--- config.mk ---
export PLATFORM = sky130hd
export DESIGN_NAME = lfsr_key_masker
export DESIGN_NICKNAME = d
export VERILOG_FILES = /design/src/rtl/lfsr_mask_pkg.sv /design/src/rtl/lfsr_galois.sv /design/src/rtl/lfsr_key_masker.sv
export SDC_FILE = /design/constraint.sdc
export NUM_CORES = 1
export LEC_CHECK = 0
export ABC_AREA = 1
export CORE_MARGIN = 2
export CORE_UTILIZATION = 48
export CTS_CLUSTER_DIAMETER = 80
export CTS_CLUSTER_SIZE = 40
export DETAILED_ROUTE_END_ITERATION = 10
export PLACE_DENSITY_LB_ADDON = 0.08
export RECOVER_POWER = 25
export SETUP_SLACK_MARGIN = 0.5
export SLEW_MARGIN = 20
export SYNTH_ARGS = -nofsm -noshare
export SYNTH_HDL_FRONTEND = slang
export SYNTH_SLANG_ARGS = --single-unit
--- constraint.sdc ---
create_clock -name clk -period 2.58 [get_ports clk]
set_input_delay 0.258 -clock clk [delete_from_list [all_inputs] [get_ports clk]]
set_output_delay 0.258 -clock clk [all_outputs]
set_load 0.02 [all_outputs]
--- src/rtl/lfsr_mask_pkg.sv ---
// Shared types and helpers for the LFSR key masker: mode encoding, default
// polynomial/seed and the per-channel mask tap selection.
package lfsr_mask_pkg;

   typedef enum logic [1:0] {
      BYPASS   = 2'd0,
      STATIC   = 2'd1,
      PER_XFER = 2'd2,
      FREE_RUN = 2'd3
   } mode_e;

   localparam logic [19:0] DEF_TAPS = 20'h90000;   // x^20 + x^17 + 1
   localparam logic [19:0] DEF_SEED = 20'h3F364;
   localparam int          MAX_W    = 64;

   // Mask bit i of channel c is state bit (c*mask_w + i) mod lfsr_w, so wide
   // channel counts wrap around the state instead of running off the end.
   function automatic logic [MAX_W-1:0] chan_mask(input logic [MAX_W-1:0] s,
                                                  input int lfsr_w,
                                                  input int mask_w,
                                                  input int c);
      logic [MAX_W-1:0] m;
      logic [5:0]       idx;
      m = '0;
      for (int i = 0; i < MAX_W; i++) begin
         idx = 6'((c * mask_w + i) % lfsr_w);
         if (i < mask_w) m[i] = s[idx];
      end
      return m;
   endfunction

endpackage

--- src/rtl/lfsr_galois.sv ---
// Right-shifting Galois LFSR with load and advance; an all-zero load value
// would lock the register up, so it is replaced by SEED and flagged.
module lfsr_galois #(
   parameter int                LFSR_W = 20,
   parameter logic [LFSR_W-1:0] TAPS   = LFSR_W'(20'h90000),
   parameter logic [LFSR_W-1:0] SEED   = LFSR_W'(20'h3F364)
) (
   input  logic              clk,
   input  logic              rst,
   input  logic              adv,
   input  logic              load,
   input  logic [LFSR_W-1:0] load_val,
   output logic [LFSR_W-1:0] state,
   output logic              zero_rej
);

   logic [LFSR_W-1:0] nxt;

   assign nxt      = (state >> 1) ^ (state[0] ? TAPS : '0);
   assign zero_rej = load && (load_val == '0);

   always_ff @(posedge clk or negedge rst) begin
      if (!rst)
         state <= SEED;
      else if (load)
         state <= zero_rej ? SEED : load_val;
      else if (adv)
         state <= nxt;
   end

endmodule

--- src/rtl/lfsr_key_masker.sv ---
// Multi-channel key masking stage: XORs each key with a replicated LFSR-derived
// mask byte behind a single-entry valid/ready output register.
module lfsr_key_masker
   import lfsr_mask_pkg::*;
#(
   parameter int                LFSR_W = 20,
   parameter logic [LFSR_W-1:0] TAPS   = LFSR_W'(DEF_TAPS),
   parameter logic [LFSR_W-1:0] SEED   = LFSR_W'(DEF_SEED),
   parameter int                KEY_W  = 128,
   parameter int                MASK_W = 8,
   parameter int                N_CH   = 1
) (
   input  logic                     clk,
   input  logic                     rst,
   input  logic [1:0]               mode,
   input  logic                     seed_load,
   input  logic [LFSR_W-1:0]        seed_in,
   input  logic                     key_valid,
   output logic                     key_ready,
   input  logic [N_CH*KEY_W-1:0]    key_in,
   output logic                     masked_valid,
   input  logic                     masked_ready,
   output logic [N_CH*KEY_W-1:0]    masked_out,
   output logic [N_CH*MASK_W-1:0]   mask_out,
   output logic                     lock_err,
   output logic [15:0]              xfer_cnt
);

   logic [LFSR_W-1:0]               state;
   logic                            zero_rej;
   logic                            accept;
   logic                            adv;
   mode_e                           md;
   logic [N_CH-1:0][MASK_W-1:0]     mask;
   logic [N_CH-1:0][KEY_W-1:0]      masked_nxt;

   assign md        = mode_e'(mode);
   assign key_ready = !masked_valid || masked_ready;
   assign accept    = key_valid && key_ready;
   // Mask is taken from the pre-advance state, so advancing here is safe.
   assign adv       = (md == FREE_RUN) || ((md == PER_XFER) && accept);

   lfsr_galois #(
      .LFSR_W (LFSR_W),
      .TAPS   (TAPS),
      .SEED   (SEED)
   ) u_lfsr (
      .clk      (clk),
      .rst      (rst),
      .adv      (adv),
      .load     (seed_load),
      .load_val (seed_in),
      .state    (state),
      .zero_rej (zero_rej)
   );

   for (genvar c = 0; c < N_CH; c++) begin : g_ch
      assign mask[c] = (md == BYPASS) ? '0
                     : MASK_W'(chan_mask(MAX_W'(state), LFSR_W, MASK_W, c));
      assign masked_nxt[c] = key_in[c*KEY_W +: KEY_W] ^ {(KEY_W/MASK_W){mask[c]}};
   end

   always_ff @(posedge clk or negedge rst) begin
      if (!rst) begin
         masked_valid <= 1'b0;
         masked_out   <= '0;
         mask_out     <= '0;
         lock_err     <= 1'b0;
         xfer_cnt     <= '0;
      end else begin
         if (accept) begin
            masked_valid <= 1'b1;
            masked_out   <= masked_nxt;
            mask_out     <= mask;
            xfer_cnt     <= xfer_cnt + 16'd1;
         end else if (masked_ready) begin
            masked_valid <= 1'b0;
         end
         if (zero_rej) lock_err <= 1'b1;
      end
   end

endmodule
# Yosys cells after proc, flatten, opt, wreduce, memory -nomap -nowiden
# Cells that the tools add are included.
# word_totals
in_bits	155
reg_bits	174
elab_cells	28
out_inout_bits	155
# classes
n_eq_ne	2
bitwise	2
reduce_logical	10
n_mux	7
n_addsub	1
# op_table
op	n
128-bit XOR	1
20-bit 2-to-1 mux	4
20-bit zero test	1
19-bit by 20-bit XOR with 20-bit output	1
16-bit by 1-bit adder with 16-bit output, second input constant	1
8-bit 2-to-1 mux	1
2-bit == test, second input constant	2
2-bit nonzero test	2
1-bit logical AND	3
2-bit zero test	1
1-bit logical OR	2
1-bit 2-to-1 mux	2
1-bit zero test	1

# Logic depth before layout (Yosys ltp)
# logic_depth
ltp_word	7
mapped_depth	10
mapped_depth_nobuf	9

# Hierarchy
# From an unflattened synthesis, not the netlist that was laid out.
# hier_totals
hier_cells	868
area_unflattened_um2	8116.5
# by_module_without_submodules
mod	cells_per_inst	n_inst	seq_area_each_um2	area_each_um2
lfsr_key_masker	700	1	3853.7	6974.2
lfsr_galois	168	1	514.2	1142.3

# Worst setup path after synthesis
# Ideal clock, no wire load.
# synth_path
path_type	register to register
startpoint	reg masked_valid
endpoint	reg masked_out[73]
setup_slack_ns	1.136
setup_time_ns	0.136
t_required_ns	2.444
path_stages_with_launch	8
synth_period_minus_slack_ns	1.444
arrival_time_ns	1.308
n_path_buf	3
cell_sequence	dfrtp_1 > nand2_2 > nand2_1 > buf_6 > buf_4 > buf_2 > nand2_1 > o21ai_0
# synth_between
elab_chain_len	3
# synth_lines
element	line	source
start: declaration	lfsr_key_masker.sv:21	output logic masked_valid,
start signal: assignment	lfsr_key_masker.sv:65	masked_valid <= 1'b0;
start signal: assignment	lfsr_key_masker.sv:72	masked_valid <= 1'b1;
start signal: assignment	lfsr_key_masker.sv:77	masked_valid <= 1'b0;
1-bit zero test	lfsr_key_masker.sv:38	assign key_ready = !masked_valid || masked_ready;
1-bit logical OR	lfsr_key_masker.sv:38	
named net key_ready	lfsr_key_masker.sv:19	output logic key_ready,
1-bit logical AND	lfsr_key_masker.sv:39	assign accept = key_valid && key_ready;
end signal: assignment	lfsr_key_masker.sv:73	masked_out <= masked_nxt;
end: declaration	lfsr_key_masker.sv:23	output logic [N_CH*KEY_W-1:0] masked_out,
# The timed path passes the listed nets, and every way through them passes these cells.
# A chain may end at the register's enable or synchronous reset.

==> summary.md <==
| Metric | Value |
|---|---|
| Hold WC Path Type | `primary input to register` |
| Syn-to-layout area delta | `46.32%` |
| Ports | `310` |
| Post-Syn Area | `8260 sq um` |
| Actual slew at the worst max-slew pin | `between 1500 and 2000 ps` |
| Dpl hpwl | `between 15000 and 20000 microns` |
| Die W | `approximately 140 microns` |
| Flop-to-flop setup slack | `750 ps` |
| Post-synthesis sequential area ratio | `between 50 and 60%` |
| Synth Register Bits | `~170` |
| Failing checks | `capacitance limit, slew limit` |
| Syn Inst Count | `between 900 and 1000` |
| Port bufs | `around 310` |
| Main flop type after synthesis | `dfrtp_1` |
| PD cells | `787.5 nW/um^2` |
| DRC | `0` |
| CP Capture Type | `async pin` |
| Critical path arrival | `between 2000 and 2500 ps` |
| Synth cell types | `29` |
| Internal Pwr Total | `approximately 0.0064 W` |
| CP max stage delay | `about 1200 ps` |
| Vias | `7034` |
| CP Buf/Inv Count | `3` |
| Hold wc startpoint | `seed_in[2]` |
| Cell chosen for the clock root | `clkbuf_16` |
| VDD IR max | `0.5247 mV` |
| Register-to-Register Path Depth | `4` |
| R2r startpoint | `masked_valid` |
| CTS HTree Levels | `4` |
| Setup_tns | `0 ps` |
| Sw Share | `between 30% and 40%` |
| Global Route Usage Sum | `between 20% and 30%` |
| Clock Path Buffers | `2` |
| Max-slew violations | `59` |
| Die height | `135.2 microns` |
| NetSw | `approximately 0.003 W` |
| CP top delay family | `buffers and inverters` |
| Share of layout cells above drive strength 1 | `between 5 and 6%` |
| First-pass GRT wire length | `around 38000 microns` |
| Remaining antenna violation count after routing | `0` |
| Max-cap violation count | `1` |
| Final hold violations | `0` |
| Syn_area_per_cell | `9.168 sq um` |
| Initial Util | `between 40 and 50%` |
| Number of synthesized flops with an enable pin | `0` |
| Tmin final | `between 1500 and 2000 ps` |
| DRT Pass-1 Iters | `6` |
| Core area | `16700 sq um` |
| Vias in the first global route | `~7000` |
| Slew HR | `-6.217%` |
| RSZ-0062 raised after global routing | `false` |
| Startpoint Class | `primary input` |
| Fill count | `1358` |
| WL/cell | `roughly 17 microns` |
| Post-synth ARST share | `between 90% and 100%` |
| PostCTS Resize Cnt | `0` |
| Synth warn | `0` |
| Die area | `roughly 18000 sq um` |
| Power share of the combinational group | `between 30% and 40%` |
| Slowest cell on crit path | `clkbuf_2` |
| CTS clk-pin slew, worst paths | `70 ps` |
| Initial antenna violation count | `0` |
| Congestion Overflow GR | `0` |
| Clk_skew | `8.306 ps` |
| RePlAce Congestion | `about 0.80` |
| Setup WS pre-CTS | `669.2 ps` |
| Worst skew pair latency | `~430 ps` |
| CTS tree | `built` |
| Leakage | `5.393 nW` |
| Pin count of the biggest net entering global routing | `150` |
| Crit-path cells | `dlygate4sd3_1, clkbuf_2, buf_12` |
| Tcrit/Tclk final | `slightly above 70%` |
| CTS sink count | `174` |
| FMAX | `539.0 MHz` |
| Footprint of the multi-input gates | `roughly 3400 sq um` |
| CTS buffer count | `17` |
| Worst Hold Endpoint | `u_lfsr.state[2]` |
| Seq pwr share | `a little under two fifths` |
| Setup ws final | `724.5 ps` |
| WHS Path Cells | `5` |
| FF/Latch Area | `around 4400 sq um` |
| Final net count | `1347` |
| Post-Syn Nets | `around 1100` |
| Clk pwr share | `~30%` |
| Cell Rows | `between 40 and 50` |
| N_diodes | `0` |
| Worst Path Max Fanout | `60` |
| Total wire length | `between 20000 and 25000 microns` |
| First-iteration detailed-routing DRC count | `between 300 and 400` |
| Worst EP required | `3110 ps` |
| Reg-to-Reg End | `masked_out[17]` |
| Worst Setup Path Type | `primary input to async pin` |
| Final Setup Violations | `0` |
| Status | `complete, but fails checks` |
| Via density | `just under 5` |
[stage by stage]
stage | instance area (sq um) | util (%) | hold slack (ps) | power [W] | cells
after floorplan | 8260 | - | -37.59 | 0.005121 | 901
after global placement | 11450 | 68.57 | 280.6 | 0.006687 | 1391
after detailed placement | 11450 | 68.57 | 275.4 | 0.006739 | 1391
after CTS | 12120 | 72.54 | 391.6 | 0.009600 | 1423
after global routing | 12090 | 72.37 | 493.7 | 0.009952 | 1423
final | 12090 | 72.37 | 466.2 | 0.009518 | 1423
[power by group through the flow]
| stage | Combinational [W] | Clock [W] | Sequential [W] |
|---|---|---|---|
| finish | 0.00305 | 0.00284 | 0.00363 |
| global route | 0.00328 | 0.00298 | 0.00369 |
| CTS | 0.00309 | 0.00288 | 0.00363 |
| detailed placement | 0.00307 | 0 | 0.00367 |
| global placement | 0.00303 | 0 | 0.00366 |
| floorplan | 0.000891 | 0 | 0.00423 |
[Yosys cell counts (2+ instances only)]
library cell | count | area share (%)
inv_2 | 4 | 0.18
o21ai_0 | 113 | 6.8
nand3_1 | 24 | 1.5
nor3_1 | 2 | 0.12
buf_6 | 9 | 1.2
a21oi_1 | 2 | 0.12
nand2_2 | 2 | 0.15
nor2_4 | 2 | 0.27
o21ai_1 | 34 | 2.1
nor2_1 | 41 | 1.9
xnor2_1 | 4 | 0.42
xor2_1 | 134 | 14
mux2i_1 | 2 | 0.24
buf_4 | 8 | 0.73
nand2_1 | 261 | 12
inv_1 | 40 | 1.8
dfrtp_1 | 163 | 49
nand2_4 | 8 | 1.1
clkbuf_1 | 15 | 0.68
dfstp_2 | 11 | 3.5
buf_2 | 14 | 0.85
[worst register-to-register path, stage by stage, from the launching register on]
cell     delay, ps
dfrtp_1        360
nand2_2         90
nand2_1        440
buf_12         440
o21ai_0        360
[worst max-delay path by stage]
stage                      start         endpoint  slack (ps)  depth (start not counted)
floorplan           masked_valid   masked_out[73]        1140                          7
global placement    masked_ready   masked_out[17]         770                          6
detailed placement  masked_ready   masked_out[17]         670                          6
CTS                 masked_valid        key_ready         730                          2
global route                 rst  u_lfsr.state[6]         480                          3
finish                       rst  u_lfsr.state[6]         720                          3
[layout by cell type, fill, tap and decap left out, types with 17 or more instances in the layout]
master	n
nor2_1	42
o21ai_1	34
o21ai_0	113
clkdlybuf4s50_1	308
nand2_1	262
dfrtp_1	163
nand3_1	25
inv_1	40
clkbuf_16	17
xor2_1	134
[metal layers]
metal	wire length [microns]	vias up	track usage (%)
met3	1703	31	7.146
met1	10040	3335	34.04
met4	513	0	8.738
met5	0	-	0
li1	-	3417	-
met2	12240	251	46.79
[kinds of logic (layout without fill, tap and decap cells)]
logic type,count (synthesis),in the layout,synth area share [%]
DFF,174,174,52.88
adders and majority gates,1,1,0.1514
buffers and inverters,90,392,5.483
xor gates and xnor gates,138,138,14.63
and+or+nand+nor,346,346,17.49
AOI/OAI and AO/OA,150,150,9.118
muxes,2,2,0.2424
[timing repair]
action / CTS / global route
hold buffers: 1 / 0
buffers inserted: 0 / 0
hold endpoints to repair: 58 / 0
[flip-flops by register name, indices dropped and copies added (netlist names)]
register / cells
masked_out: 128
u_lfsr.state: 20
xfer_cnt: 16
mask_out: 8
lock_err: 1
masked_valid: 1
[area by class of cell]
cell class                 instances  share of cell area [%]
sequential                       174                   36.14
clock inverter                    13                   1.770
multi-input combinational        637                   28.33
tap                              220                   2.277
clock buffer                      18                   3.634
timing repair buffer             317                   26.48
inverter                          44                   1.366
(Power assumes the default switching activity.)
